### config.mk
export PLATFORM = sky130hd
export DESIGN_NAME = demux_sched
export DESIGN_NICKNAME = d
export VERILOG_FILES = /design/src/rtl/demux_sched.sv
export SDC_FILE = /design/constraint.sdc
export NUM_CORES = 1
export LEC_CHECK = 0
export ABC_AREA = 1
export BUFFER_PORTS_ARGS = -buffer_cell sky130_fd_sc_hd__buf_2
export CAP_MARGIN = 20
export CORE_MARGIN = 8
export CORE_UTILIZATION = 44
export CTS_CLUSTER_DIAMETER = 100
export CTS_CLUSTER_SIZE = 40
export DETAILED_ROUTE_END_ITERATION = 8
export HOLD_SLACK_MARGIN = 0.03
export PLACE_DENSITY = 0.83
export SETUP_SLACK_MARGIN = 0.05
export SYNTH_ARGS = -nofsm -noshare
export SYNTH_HDL_FRONTEND = slang
export SYNTH_SLANG_ARGS = --single-unit
### constraint.sdc
create_clock -name clk -period 1.4 [get_ports clk]
set_input_delay 0.21 -clock clk [delete_from_list [all_inputs] [get_ports clk]]
set_output_delay 0.21 -clock clk [all_outputs]
set_load 0.01 [all_outputs]
### src/rtl/demux_sched.sv
// demux_sched: valid/ready 1:2 demux with per-channel output registers and optional
// per-channel transfer counters (DEMUX_SCHED_CNT_EN).
module demux_sched #(
  parameter int WIDTH = 8,
  parameter int CNT_W = 8
) (
  input  logic             clk,
  input  logic             reset,
  input  logic             in_valid,
  input  logic [WIDTH-1:0] in_data,
  input  logic             in_dest,
  output logic             in_ready,
  input  logic             rr_mode,
  output logic             rr_ptr,
  output logic             out0_valid,
  output logic [WIDTH-1:0] out0_data,
  input  logic             out0_ready,
  output logic             out1_valid,
  output logic [WIDTH-1:0] out1_data,
  input  logic             out1_ready,
  output logic [CNT_W-1:0] cnt0,
  output logic [CNT_W-1:0] cnt1
);
  logic t, acc, dr0, dr1;
  assign t = rr_mode ? rr_ptr : in_dest;
  assign dr0 = out0_valid & out0_ready;
  assign dr1 = out1_valid & out1_ready;
  assign in_ready = t ? (!out1_valid || out1_ready) : (!out0_valid || out0_ready);
  assign acc = in_valid & in_ready;
  // a load wins over a drain so a slot draining and reloading stays full
  always_ff @(posedge clk or posedge reset)
    if (reset) begin
      out0_valid <= 1'b0;
      out1_valid <= 1'b0;
      out0_data <= '0;
      out1_data <= '0;
      rr_ptr <= 1'b0;
    end else begin
      if (acc && !t) begin
        out0_valid <= 1'b1;
        out0_data <= in_data;
      end else if (dr0) out0_valid <= 1'b0;
      if (acc && t) begin
        out1_valid <= 1'b1;
        out1_data <= in_data;
      end else if (dr1) out1_valid <= 1'b0;
      if (acc && rr_mode) rr_ptr <= ~rr_ptr;
    end
`ifdef DEMUX_SCHED_CNT_EN
  always_ff @(posedge clk or posedge reset)
    if (reset) begin
      cnt0 <= '0;
      cnt1 <= '0;
    end else begin
      if (dr0) cnt0 <= cnt0 + 1'b1;
      if (dr1) cnt1 <= cnt1 + 1'b1;
    end
`else
  assign cnt0 = '0;
  assign cnt1 = '0;
`endif
endmodule

[Yosys cells after proc, flatten, opt, wreduce, memory -nomap -nowiden]
Index checks and enable logic that the tools add are counted.
Storage, ports and cells
  output and inout bits: 36
  memories: 0
  latch bits: 0
  word-level logic and storage cells: 25
  bits in read-only memories: 0
  register bits after elaboration: 19
  input bits: 15
  bits in writable memories: 0
Operators by class
  equal/unequal tests: 0
  $lt $le $gt $ge: 0
  div/mod/pow operators: 0
  $mul: 0
  mux-type cells: 6
  $add $sub $neg: 0
  shift operators: 0
  bitwise gates (word level): 4
  reductions and logical operators: 10
Operators by type and width (count)
  $mux W1: 6
  $reduce_bool A2 Y1: 2
  $and A1 B1 Y1: 3
  $logic_and A1 B1 Y1: 3
  $logic_not A1 Y1: 3
  $logic_or A1 B1 Y1: 2
  $not A1 Y1: 1

[Depth between registers and ports, before layout]
Gate-level depths: netlist of run 1.
  word-level depth: 6
  mapped depth: 7

[Worst setup path after synthesis of run 1]
No wires, ideal clock.
  path kind: register -> register
  start point: register rr_ptr
  end point: register out0_data[0]
  library setup time: 0.118 ns
  cell stages (with the launch flop): 6
  period minus slack after synthesis: 1.120 ns
  setup slack: 0.280 ns
  path buffers: 1
  data required time: 1.282 ns
  arrival time: 1.002 ns
  cell sequence: dfrtp_1 -> nand2_2 -> nand4_4 -> buf_6 -> nand2_1 -> o21ai_2
Between the ends
  word-level cells in the longest chain between the ends: 4
  elaborated cells on any way between the ends: 5
  classes of those cells: mux: 2; bitwise: 1; reduce/logical: 2
Ends and longest elaborated chain
  from (decl): line 14  | output logic rr_ptr,
  from (signal assigned): line 47  | if (acc && rr_mode) rr_ptr <= ~rr_ptr;
  $mux W1 (*): line 25  | assign t = rr_mode ? rr_ptr : in_dest;
  $mux W1: line 28  | assign in_ready = t ? (!out1_valid || out1_ready) : (!out0_valid || out0_ready);
  $and A1 B1 Y1: line 29  | assign acc = in_valid & in_ready;
  $logic_and A1 B1 Y1 (*): line 39  | if (acc && !t) begin
  to (signal assigned): line 41  | out0_data <= in_data;
  to (decl): line 16  | output logic [WIDTH-1:0] out0_data,
Mark *: on every way between the ends. The rest lies on a longest branch, timed or not.
A chain may end at the register's enable or synchronous reset.

[Worst setup path after layout of run 1]
  start point: register rr_ptr
  end point: output port in_ready
Between the ends
  word-level cells in the longest chain between the ends: 2
Ends and longest elaborated chain
  $mux W1: line 25
  $mux W1: line 28
  to (decl): line 12  | output logic in_ready,
No other way between the ends.

==> impl_summary.log, run 1 <==
[metrics] highest achievable clock rate: roughly 760 MHz
[metrics] startpoint of the lowest-slack register-to-register path: out1_valid
[metrics] standby leakage power: 0.751 nW
[metrics] initial antenna violation count: 0
[metrics] Clock Tree Buf Depth: 2
[metrics] worst-case clock skew: 0.00178 ns
[metrics] die height: 64.0 um
[metrics] Routed Antenna Nets: 0
[metrics] hold_ws: 0.192 ns
[metrics] Reg power frac: between 40% and 50%
[metrics] CTS HTree Levels: 1
[metrics] root buffer cell: sky130_fd_sc_hd__clkbuf_4
[metrics] post-synthesis cell area: 1010 um^2
[metrics] sort of element at the start of the critical path: flip-flop
[metrics] Cell Pwr Density: around 1500 nW/um^2
[metrics] TritonCTS clock tree: built
[metrics] part of the power in combinational logic: between 40% and 50%
[metrics] gate count of the mapped netlist: 106
[metrics] synth-to-layout area growth: 29.8%
[metrics] number of clock sinks: 19
[metrics] global-route wire length before repair: 3.72 mm
[metrics] Detailed Route WL: 2.57 mm
[metrics] final net count: around 170
[metrics] latest clock arrival within the worst-skew pair: approximately 0.29 ns
[metrics] kind of critical path: flip-flop to primary output
[metrics] capture point of the worst reg-to-reg path: out1_data[1]
[metrics] minimum period implied by the final worst setup slack: about 1.3 ns
[metrics] placed insts: 166
[metrics] Arrival @ worst endpoint: around 1.1 ns
[metrics] average via count per standard cell: 4.52
[metrics] Critical Path Sink Type: primary output
[metrics] core outline area: 2190 um^2
[metrics] post-detail-place hpwl: 1.72 mm
[metrics] clock-pin slew reported for the worst setup and hold paths after clock tree synthesis: ~0.10 ns
[metrics] critical path capture point: in_ready
[metrics] Setup Total Neg Slack: 0 ns
[metrics] GP Congestion: 0.718
[metrics] Register-to-Register Setup Slack: about 0.19 ns
[metrics] Hold Vio Cnt, Final: 0
[metrics] count of max-cap constraint violations: 0
[metrics] routed length per instance: 14.0 um
[metrics] commonest non-fill, non-tap cells in the layout: 33 x sky130_fd_sc_hd__buf_2, 21 x sky130_fd_sc_hd__nand2_1, 19 x sky130_fd_sc_hd__dfrtp_1
[metrics] detailed-router iteration count before antenna repair: 4
[metrics] internal power: 1.22 mW
[metrics] most common library cell in the layout ignoring fill and taps: sky130_fd_sc_hd__buf_2
[metrics] I/O pin total: 51
[metrics] RSZ-0062 raised after global routing: yes
[metrics] number of distinct library cell variants in the gate-level netlist after synthesis: 13
[metrics] initial core utilization: 46.3%
[metrics] vias post-DR: approximately 830
[metrics] antenna diode count: 0
[metrics] class of the worst hold path: input pin to flip-flop
[metrics] number of DRC violations after detailed routing: 0
[metrics] Worst Path Required: 1.19 ns
[metrics] yosys synthesis warning count: 0
[metrics] count of non-filler cells in the finished layout: roughly 180
[metrics] sequential-to-total area share from yosys stat: 46.9%
[metrics] Detailed Route Iter0 Violations: 28
[metrics] IR drop worst, VDD: 0.841 mV
[metrics] number of global-route vias before repair: about 830
[metrics] Total Die Area: 4100 um^2
[metrics] largest driver fanout on the critical path: 4
[metrics] utilization after layout: approximately 60%
[metrics] total global routing track utilization: 11.2%
[metrics] net switching fraction of the power: 38.3%
[metrics] remaining global-route overflow: 0
[metrics] length in cells of the worst reg-to-reg path: 8
[metrics] fraction of final layout cells sized beyond drive strength 1: 51.3%
[metrics] final count of negative-setup-slack endpoints: 0
[metrics] switching power: 0.757 mW
[metrics] worst setup path start: rr_ptr
[metrics] Synth Area per Inst: around 9.6 um^2
[metrics] count of state elements after synthesis: 19
[metrics] Die X: 64.0 um
[metrics] total CTS buffers: 3
[metrics] number of pins with negative max-slew slack in the final report: 0
[metrics] outcome: finished clean
[metrics] pin count of the biggest net entering global routing: 20
[metrics] final clock period utilization by the worst path: 94.4%
[metrics] total of buffers placed on input and output ports: 34
[metrics] clock share of power: 13.6%
[metrics] cell row count: 17
power by group through the flow:
stage	clock network, mW	logic [mW]	registers (mW)
after global routing	0.311	0.967	0.849
after global placement	0	0.700	0.828
after detailed placement	0	0.730	0.835
after floorplan	0	0.397	0.920
after CTS	0.284	0.826	0.827
final	0.268	0.880	0.827
sequential cells by signal, summed over array words and instances, names as in the netlist:
register and flops:
out0_valid 1, out1_data 8, out1_valid 1, rr_ptr 1, out0_data 8
metal layers:
metal	vias up	wire, um	track usage (%)	part of all wire, %
met2	47	1150	17.9	45
met4	0	70	5.01	2.7
met3	8	309	5.75	12
li1	397	-	-	-
met1	379	1040	12.0	40
met5	-	0	0	0
stage by stage:
step / setup WS (ns) / instance area, um^2 / power, mW
after CTS: 0.0529 / 1260 / 1.94
after detailed placement: 0.199 / 1140 / 1.57
after global placement: 0.257 / 1140 / 1.53
after global routing: 0.0200 / 1320 / 2.13
final: 0.0778 / 1320 / 1.98
after floorplan: 0.280 / 1070 / 1.32
cells in the mapped netlist:
cell,instances,area (um^2)
sky130_fd_sc_hd__nand3_1,4,20.0
sky130_fd_sc_hd__nand2_1,24,90.1
sky130_fd_sc_hd__buf_6,2,22.5
sky130_fd_sc_hd__nand2_4,2,22.5
sky130_fd_sc_hd__nor2_1,2,7.51
sky130_fd_sc_hd__nand3_4,1,17.5
sky130_fd_sc_hd__o21ai_2,16,140
sky130_fd_sc_hd__nand4_4,1,21.3
sky130_fd_sc_hd__nand2_2,2,12.5
sky130_fd_sc_hd__conb_1,1,3.75
sky130_fd_sc_hd__dfrtp_1,19,475
sky130_fd_sc_hd__inv_1,16,60.1
sky130_fd_sc_hd__buf_4,16,120
worst min-delay path by stage:
stage	startpoint	end	slack (ns)	cells past startpoint
2_1_floorplan	reset	out0_data[0]	0.16	1
3_3_place_gp	reset	out1_data[5]	0.23	3
3_5_place_dp	reset	out1_data[4]	0.24	3
4_1_cts	in_data[0]	out0_data[0]	0.18	3
5_1_grt	in_data[5]	out0_data[5]	0.18	3
6_report	in_data[0]	out0_data[0]	0.19	3
worst max-delay path, cell delays in order (launching register included):
cell,delay [ns]
sky130_fd_sc_hd__dfrtp_1,0.42
sky130_fd_sc_hd__nand2_4,0.11
sky130_fd_sc_hd__nand2_4,0.06
sky130_fd_sc_hd__nand2_2,0.07
sky130_fd_sc_hd__nand2_2,0.05
sky130_fd_sc_hd__buf_6,0.12
cell families (layout without fill, tap and decap cells):
family | after synthesis | count (layout) | synth area share (%)
buffers and inverters | 34 | 68 | 20.0
DFF | 19 | 19 | 46.9
and+or+nand+nor | 36 | 37 | 18.9
AOI/OAI and AO/OA | 16 | 16 | 13.8
other | 1 | 16 | 0.370
timing repair:
action	CTS	global route
hold buffers	1	0
setup buffers	8	4
setup endpoints to repair	1	12
pin swaps	5	6
resized for setup	7	4
endpoints found under the hold margin	19	0
gates cloned	0	1
layout make-up:
type	count	area (um^2)
fillers	208	876
flip-flops and latches	19	475
multi-input cells	69	434
repair buffers	48	284
inverters	16	60.1
well taps	28	35.0
clock buffers	4	26.3
No activity file was read; power rests on OpenSTA's default activity.
==> inputs of run 2 (changes only) <==
==> constraint.sdc (replaced) <==
create_clock -name clk -period 1.4 [get_ports clk]
set_input_delay 0.07 -clock clk [delete_from_list [all_inputs] [get_ports clk]]
set_output_delay 0.07 -clock clk [all_outputs]
set_load 0.01 [all_outputs]
==> run 2 against run 1 <==
Net effect:
- worst setup slack improved by 0.049 ns
- sequential power decreased by 0.6%
- sequential share of layout area rose by 3.9 points
- count of clock-buffer cells in the layout is the same
- critical path depth fell by 1
- clock power about the same
- maximum frequency increased by 3.9%
- via count fell by 8.3%
==> impl_summary.log, run 2 (same netlist as run 1, synthesis figures left out) <==
[metrics] outcome: finished clean
[metrics] sort of element at the start of the critical path: flip-flop
[metrics] TritonCTS clock tree: built
[metrics] Setup Total Neg Slack: 0 ns (unchanged)
[metrics] Detailed Route WL: 2.14 mm (-17%)
[metrics] total global routing track utilization: 9.99% (-1.2 points)
[metrics] worst-case clock skew: 0.000363 ns (-0.00141 ns)
[metrics] Die X: 64.0 um (unchanged)
[metrics] clock-pin slew reported for the worst setup and hold paths after clock tree synthesis: 0.10 ns (about the same)
[metrics] total of buffers placed on input and output ports: 34 (unchanged)
[metrics] Detailed Route Iter0 Violations: 38 (+36%)
[metrics] routed length per instance: 12.4 um (-11%)
[metrics] Critical Path Sink Type: primary output
[metrics] average via count per standard cell: 4.43 (-1.9%)
[metrics] final net count: 160 (-7.0%)
[metrics] detailed-router iteration count before antenna repair: 4 (unchanged)
[metrics] antenna diode count: 0 (unchanged)
[metrics] overall power: 1.83 mW (-7.2%)
[metrics] Register-to-Register Setup Slack: 0.21 ns (+0.02 ns)
[metrics] most common library cell in the layout ignoring fill and taps: sky130_fd_sc_hd__buf_2
[metrics] highest achievable clock rate: 786 MHz (+3.9%)
[metrics] core outline area: 2190 um^2 (unchanged)
[metrics] length in cells of the worst reg-to-reg path: 4 (-4)
[metrics] post-detail-place hpwl: 1.70 mm (-1.2%)
[metrics] total CTS buffers: 3 (unchanged)
[metrics] latest clock arrival within the worst-skew pair: 0.29 ns (about the same)
[metrics] final count of negative-setup-slack endpoints: 0 (unchanged)
[metrics] Clock Tree Buf Depth: 2 (unchanged)
[metrics] vias post-DR: 762 (-8.3%)
[metrics] I/O pin total: 51 (unchanged)
[metrics] kind of critical path: flip-flop to primary output
[metrics] IR drop worst, VDD: 0.936 mV (+11%)
[metrics] root buffer cell: sky130_fd_sc_hd__clkbuf_4
[metrics] commonest non-fill, non-tap cells in the layout: 34 x sky130_fd_sc_hd__buf_2, 24 x sky130_fd_sc_hd__nand2_1, 19 x sky130_fd_sc_hd__dfrtp_1
[metrics] remaining global-route overflow: 0 (unchanged)
[metrics] worst hold path stage count: 3 (unchanged)
[metrics] minimum period implied by the final worst setup slack: 1.27 ns (-0.0494 ns)
[metrics] number of DRC violations after detailed routing: 0 (unchanged)
[metrics] cell repeated most along the worst path: sky130_fd_sc_hd__nand2_1
[metrics] CTS HTree Levels: 1 (unchanged)
[metrics] global-route wire length before repair: 3.38 mm (-9.1%)
[metrics] number of pins with negative max-slew slack in the final report: 0 (unchanged)
[metrics] largest driver fanout on the critical path: 3 (-1)
[metrics] Routed Antenna Nets: 0 (unchanged)
[metrics] Arrival @ worst endpoint: 1.20 ns (+0.09 ns)
[metrics] number of global-route vias before repair: 766 (-7.5%)
[metrics] pin count of the biggest net entering global routing: 20 (unchanged)
[metrics] hold_ws: 0.0496 ns (-0.143 ns)
[metrics] setup ws final: 0.127 ns (+0.0494 ns)
[metrics] Total Die Area: 4100 um^2 (unchanged)
[metrics] capture point of the worst reg-to-reg path: out0_data[2]
[metrics] cell row count: 17 (unchanged)
[metrics] critical path's largest stage delay: 0.41 ns (about the same)
[metrics] Max stage delay cell, worst path: sky130_fd_sc_hd__dfrtp_1
[metrics] synth-to-layout area growth: 17.0%
[metrics] dpl ws: 0.202 ns (+0.00282 ns)
[metrics] class of the worst hold path: input pin to flip-flop
[metrics] Hold Vio Cnt, Final: 0 (unchanged)
[metrics] standby leakage power: 0.685 nW (-8.8%)
[metrics] worst-path cell chain: nand2_1, nand3_1, nand2_1, buf_2
[metrics] number of clock sinks: 19 (unchanged)
[metrics] GP Congestion: 0.720 (+0.22%)
[metrics] buffering stage count on the worst path with inverters included: 1 (unchanged)
[metrics] initial antenna violation count: 0 (unchanged)
[metrics] die height: 64.0 um (unchanged)
[metrics] initial core utilization: 46.3% (unchanged)
[metrics] Cell Pwr Density: 1550 nW/um^2 (+2.9%)
[metrics] Worst Path Required: 1.33 ns (+0.14 ns)
[metrics] biggest registers after layout: out0_data x8, out1_data x8
[metrics] startpoint of the most critical hold path: in_data[2]
[metrics] Endpoint, Worst Hold: out1_data[2]
[metrics] fraction of final layout cells sized beyond drive strength 1: 43.8% (-7.5 points)
[metrics] RSZ-0062 raised after global routing: no
[metrics] count of max-cap constraint violations: 0 (unchanged)
[metrics] final clock period utilization by the worst path: 90.9% (-3.5 points)
[metrics] family of cells with the greatest summed delay on the critical path: flip-flops
[metrics] startpoint of the lowest-slack register-to-register path: out0_valid
-- run 2: cell types whose count changed in the layout (fill, tap and decap cells not counted), sizes merged --
cell,previous run,this run
nand3,6,5
buf,47,36
-- run 2: how the worst max path moves through the flow --
stage	slack [ns]	from	cells past startpoint	to
2_1_floorplan	0.28	rr_ptr	5	out0_data[0]
3_3_place_gp	0.26	rr_ptr	4	out0_data[3]
3_5_place_dp	0.20	rr_ptr	4	out0_data[2]
4_1_cts	0.09	rr_ptr	5	in_ready
5_1_grt	0.05	out0_valid	4	in_ready
6_report	0.13	out0_valid	4	in_ready
-- run 2: metrics by stage --
| step | cells | util (%) | cell area, um^2 |
|---|---|---|---|
| 3_3_place_gp | 166 | 52.0 | 1140 |
| 5_1_grt | 172 | 54.1 | 1190 |
| 2_1_floorplan | 121 | - | 1070 |
| 4_1_cts | 171 | 53.7 | 1180 |
| 6_report | 172 | 54.1 | 1190 |
| 3_5_place_dp | 166 | 52.0 | 1140 |
-- run 2: what timing repair did --
item                                    CTS  global route
buffers inserted                          0             1
endpoints found under the setup margin    0             1
hold buffers                              1             0
gates resized for setup                   0             2
hold endpoints to repair                 19             0
-- run 2: cell type report --
cell class              instances  area (um^2)
repair buffers                 37          195
clock buffers                   4         26.3
inverters                      16         60.1
flip-flops and latches         19          475
well taps                      28         35.0
fillers                       223         1000
multi-input cells              68          394
-- run 2: metal layers --
layer  part of all wire [%]  global-route usage, %  wire [um]
met1                     41                   10.6        867
met2                     43                   16.4        923
met3                     16                   7.14        349
met4                      0                  0.836          0
met5                      0                      0          0
-- run 2: power by group --
| group | internal (mW) | switching (mW) | total [mW] |
|---|---|---|---|
| Combinational | 0.300 | 0.441 | 0.741 |
| Sequential | 0.725 | 0.0968 | 0.822 |
| Clock | 0.111 | 0.160 | 0.271 |
| Total | 1.14 | 0.697 | 1.83 |
-- run 2: tightest hold or removal path, cell delays in order --
cell,delay [ns]
sky130_fd_sc_hd__buf_2,0.07
sky130_fd_sc_hd__inv_1,0.05
sky130_fd_sc_hd__o21ai_2,0.12
==> inputs of run 3 (changes only) <==
- CORE_MARGIN: 8 -> 1
==> run 3 against run 2 <==
Net effect:
- sequential cell count unchanged
- first-iteration DRC count down 82%
- combinational power down 2%
- clock power about the same
- sequential power about the same
- global-route usage up 5.7 points
- hold slack better by 0.0060 ns
- wire length down 18%
- power down 0.98%
- critical endpoint unchanged
- largest cell class unchanged
==> impl_summary.log, run 3 (same netlist as run 1, synthesis figures left out) <==
[metrics] outcome: finished clean
[metrics] placed insts: 166 (unchanged)
[metrics] highest achievable clock rate: 786 MHz (about the same)
[metrics] count of max-cap constraint violations: 0 (unchanged)
[metrics] routed length per instance: 10.2 um (-18%)
[metrics] detailed-router iteration count before antenna repair: 4 (unchanged)
[metrics] fraction of final layout cells sized beyond drive strength 1: 43.1% (-0.69 points)
[metrics] kind of critical path: flip-flop to primary output
[metrics] cell row count: 17 (unchanged)
[metrics] Sequential Area: 475 um^2 (unchanged)
[metrics] final count of negative-setup-slack endpoints: 0 (unchanged)
[metrics] Detailed Route WL: 1.76 mm (-18%)
[metrics] biggest registers after layout: out0_data x8, out1_data x8
[metrics] Arrival @ worst endpoint: 1.20 ns (about the same)
[metrics] Cell Pwr Density: 1530 nW/um^2 (-0.98%)
[metrics] startpoint of the lowest-slack register-to-register path: rr_ptr
[metrics] total global routing track utilization: 15.7% (+5.7 points)
[metrics] capture point of the worst reg-to-reg path: out0_data[2]
[metrics] Critical Path Sink Type: primary output
[metrics] commonest non-fill, non-tap cells in the layout: 34 x sky130_fd_sc_hd__buf_2, 24 x sky130_fd_sc_hd__nand2_1, 19 x sky130_fd_sc_hd__dfrtp_1
[metrics] number of global-route vias before repair: 723 (-5.6%)
[metrics] remaining global-route overflow: 0 (unchanged)
[metrics] Worst Path Required: 1.33 ns (about the same)
[metrics] initial antenna violation count: 0 (unchanged)
[metrics] met3 GRT Util: 2.16% (-5.0 points)
[metrics] Routed Antenna Nets: 0 (unchanged)
[metrics] combined area of the multi-input logic cells: 394 um^2 (unchanged)
[metrics] die height: 50.0 um (-22%)
[metrics] number of DRC violations after detailed routing: 0 (unchanged)
[metrics] antenna diode count: 0 (unchanged)
[metrics] latest clock arrival within the worst-skew pair: 0.29 ns (about the same)
[metrics] worst-case clock skew: 0.00414 ns (+0.00378 ns)
[metrics] fill count: 211 (-5.4%)
[metrics] final clock period utilization by the worst path: 90.8% (about the same)
[metrics] global-route wire length before repair: 2.99 mm (-11%)
[metrics] RSZ-0062 raised after global routing: no
[metrics] grt peak-use layer: met2
[metrics] GP Congestion: 0.812 (+13%)
[metrics] vias post-DR: 741 (-2.8%)
[metrics] count of non-filler cells in the finished layout: 172 (unchanged)
[metrics] number of pins with negative max-slew slack in the final report: 0 (unchanged)
[metrics] class of the worst hold path: input pin to flip-flop
[metrics] initial core utilization: 46.3% (unchanged)
[metrics] length in cells of the worst reg-to-reg path: 4 (unchanged)
[metrics] pin count of the biggest net entering global routing: 20 (unchanged)
[metrics] most common library cell in the layout ignoring fill and taps: sky130_fd_sc_hd__buf_2
[metrics] largest driver fanout on the critical path: 4 (+1)
[metrics] final net count: 160 (unchanged)
[metrics] Register-to-Register Setup Slack: 0.22 ns (about the same)
[metrics] met2 track demand over resource in global routing: 27.6% (+11 points)
[metrics] TritonCTS clock tree: built
[metrics] average via count per standard cell: 4.31 (-2.8%)
[metrics] standby leakage power: 0.685 nW (about the same)
[metrics] total CTS buffers: 3 (unchanged)
[metrics] worst setup path start: rr_ptr
[metrics] sort of element at the start of the critical path: flip-flop
[metrics] synth-to-layout area growth: 17.0% (unchanged)
[metrics] clock-pin slew reported for the worst setup and hold paths after clock tree synthesis: 0.10 ns (about the same)
[metrics] Clock Tree Buf Depth: 2 (unchanged)
[metrics] met1 usage: 18.3% (+7.7 points)
[metrics] total of buffers placed on input and output ports: 34 (unchanged)
[metrics] Detailed Route Iter0 Violations: 7 (-82%)
[metrics] post-detail-place hpwl: 1.37 mm (-19%)
[metrics] core outline area: 2190 um^2 (unchanged)
[metrics] CTS HTree Levels: 1 (unchanged)
[metrics] Die X: 50.0 um (-22%)
[metrics] minimum period implied by the final worst setup slack: 1.27 ns (-0.000932 ns)
[metrics] number of clock sinks: 19 (unchanged)
[metrics] I/O pin total: 51 (unchanged)
[metrics] IR drop worst, VDD: 0.872 mV (-6.9%)
[metrics] Total Die Area: 2500 um^2 (-39%)
[metrics] Setup Total Neg Slack: 0 ns (unchanged)
[metrics] root buffer cell: sky130_fd_sc_hd__clkbuf_4
[metrics] Hold Vio Cnt, Final: 0 (unchanged)
[metrics] critical path capture point: in_ready
[run 3: where the power goes]
part           switching, mW  leakage, nW  internal [mW]
Sequential            0.0956        0.235          0.725
Clock                  0.159       0.0150          0.111
Combinational          0.426        0.434          0.299
[run 3: routing by layer]
metal / wire (um) / vias up
li1: - / 370
met1: 755 / 334
met2: 898 / 37
met3: 104 / 0
met4: 0 / 0
met5: 0 / -
[run 3: metrics by stage]
stage	hold WS, ns	utilization (%)	worst slack [ns]	power (mW)	area (um^2)
finish	0.0556	54.1	0.128	1.82	1190
global route	0.0522	54.1	0.0549	1.95	1190
CTS	0.0500	53.7	0.0659	1.82	1180
detailed placement	0.106	52.0	0.196	1.55	1140
global placement	0.102	52.0	0.260	1.51	1140
floorplan	0.0211	-	0.280	1.32	1070
[run 3: layout make-up]
type	count	share of cell area [%]
Clock buffer	4	2.22
Inverter	16	5.06
Multi-Input combinational cell	68	33.2
Sequential cell	19	40.1
Tap cell	28	2.95
Timing Repair Buffer	37	16.5
[run 3: critical path: stages (launching register included)]
cell,delay [ns]
sky130_fd_sc_hd__dfrtp_1,0.41
sky130_fd_sc_hd__nand2_2,0.15
sky130_fd_sc_hd__nand2_4,0.08
sky130_fd_sc_hd__nand2_1,0.06
sky130_fd_sc_hd__nand2_1,0.07
sky130_fd_sc_hd__buf_2,0.14
[run 3: repair_timing]
action	CTS	global route
endpoints found under the hold margin	19	0
endpoints found under the setup margin	0	1
hold buffers	1	0
gates resized for setup	0	1
setup buffers	0	1
[run 3: worst min path at each step]
stage / start / to / slack [ns] / cells after the start
final: in_data[7] / out0_data[7] / 0.06 / 3
after global routing: in_data[7] / out0_data[7] / 0.05 / 3
after CTS: in_data[0] / out1_data[0] / 0.05 / 3
after detailed placement: reset / out0_valid / 0.11 / 3
after global placement: reset / out0_valid / 0.10 / 3
after floorplan: reset / out0_data[0] / 0.02 / 1
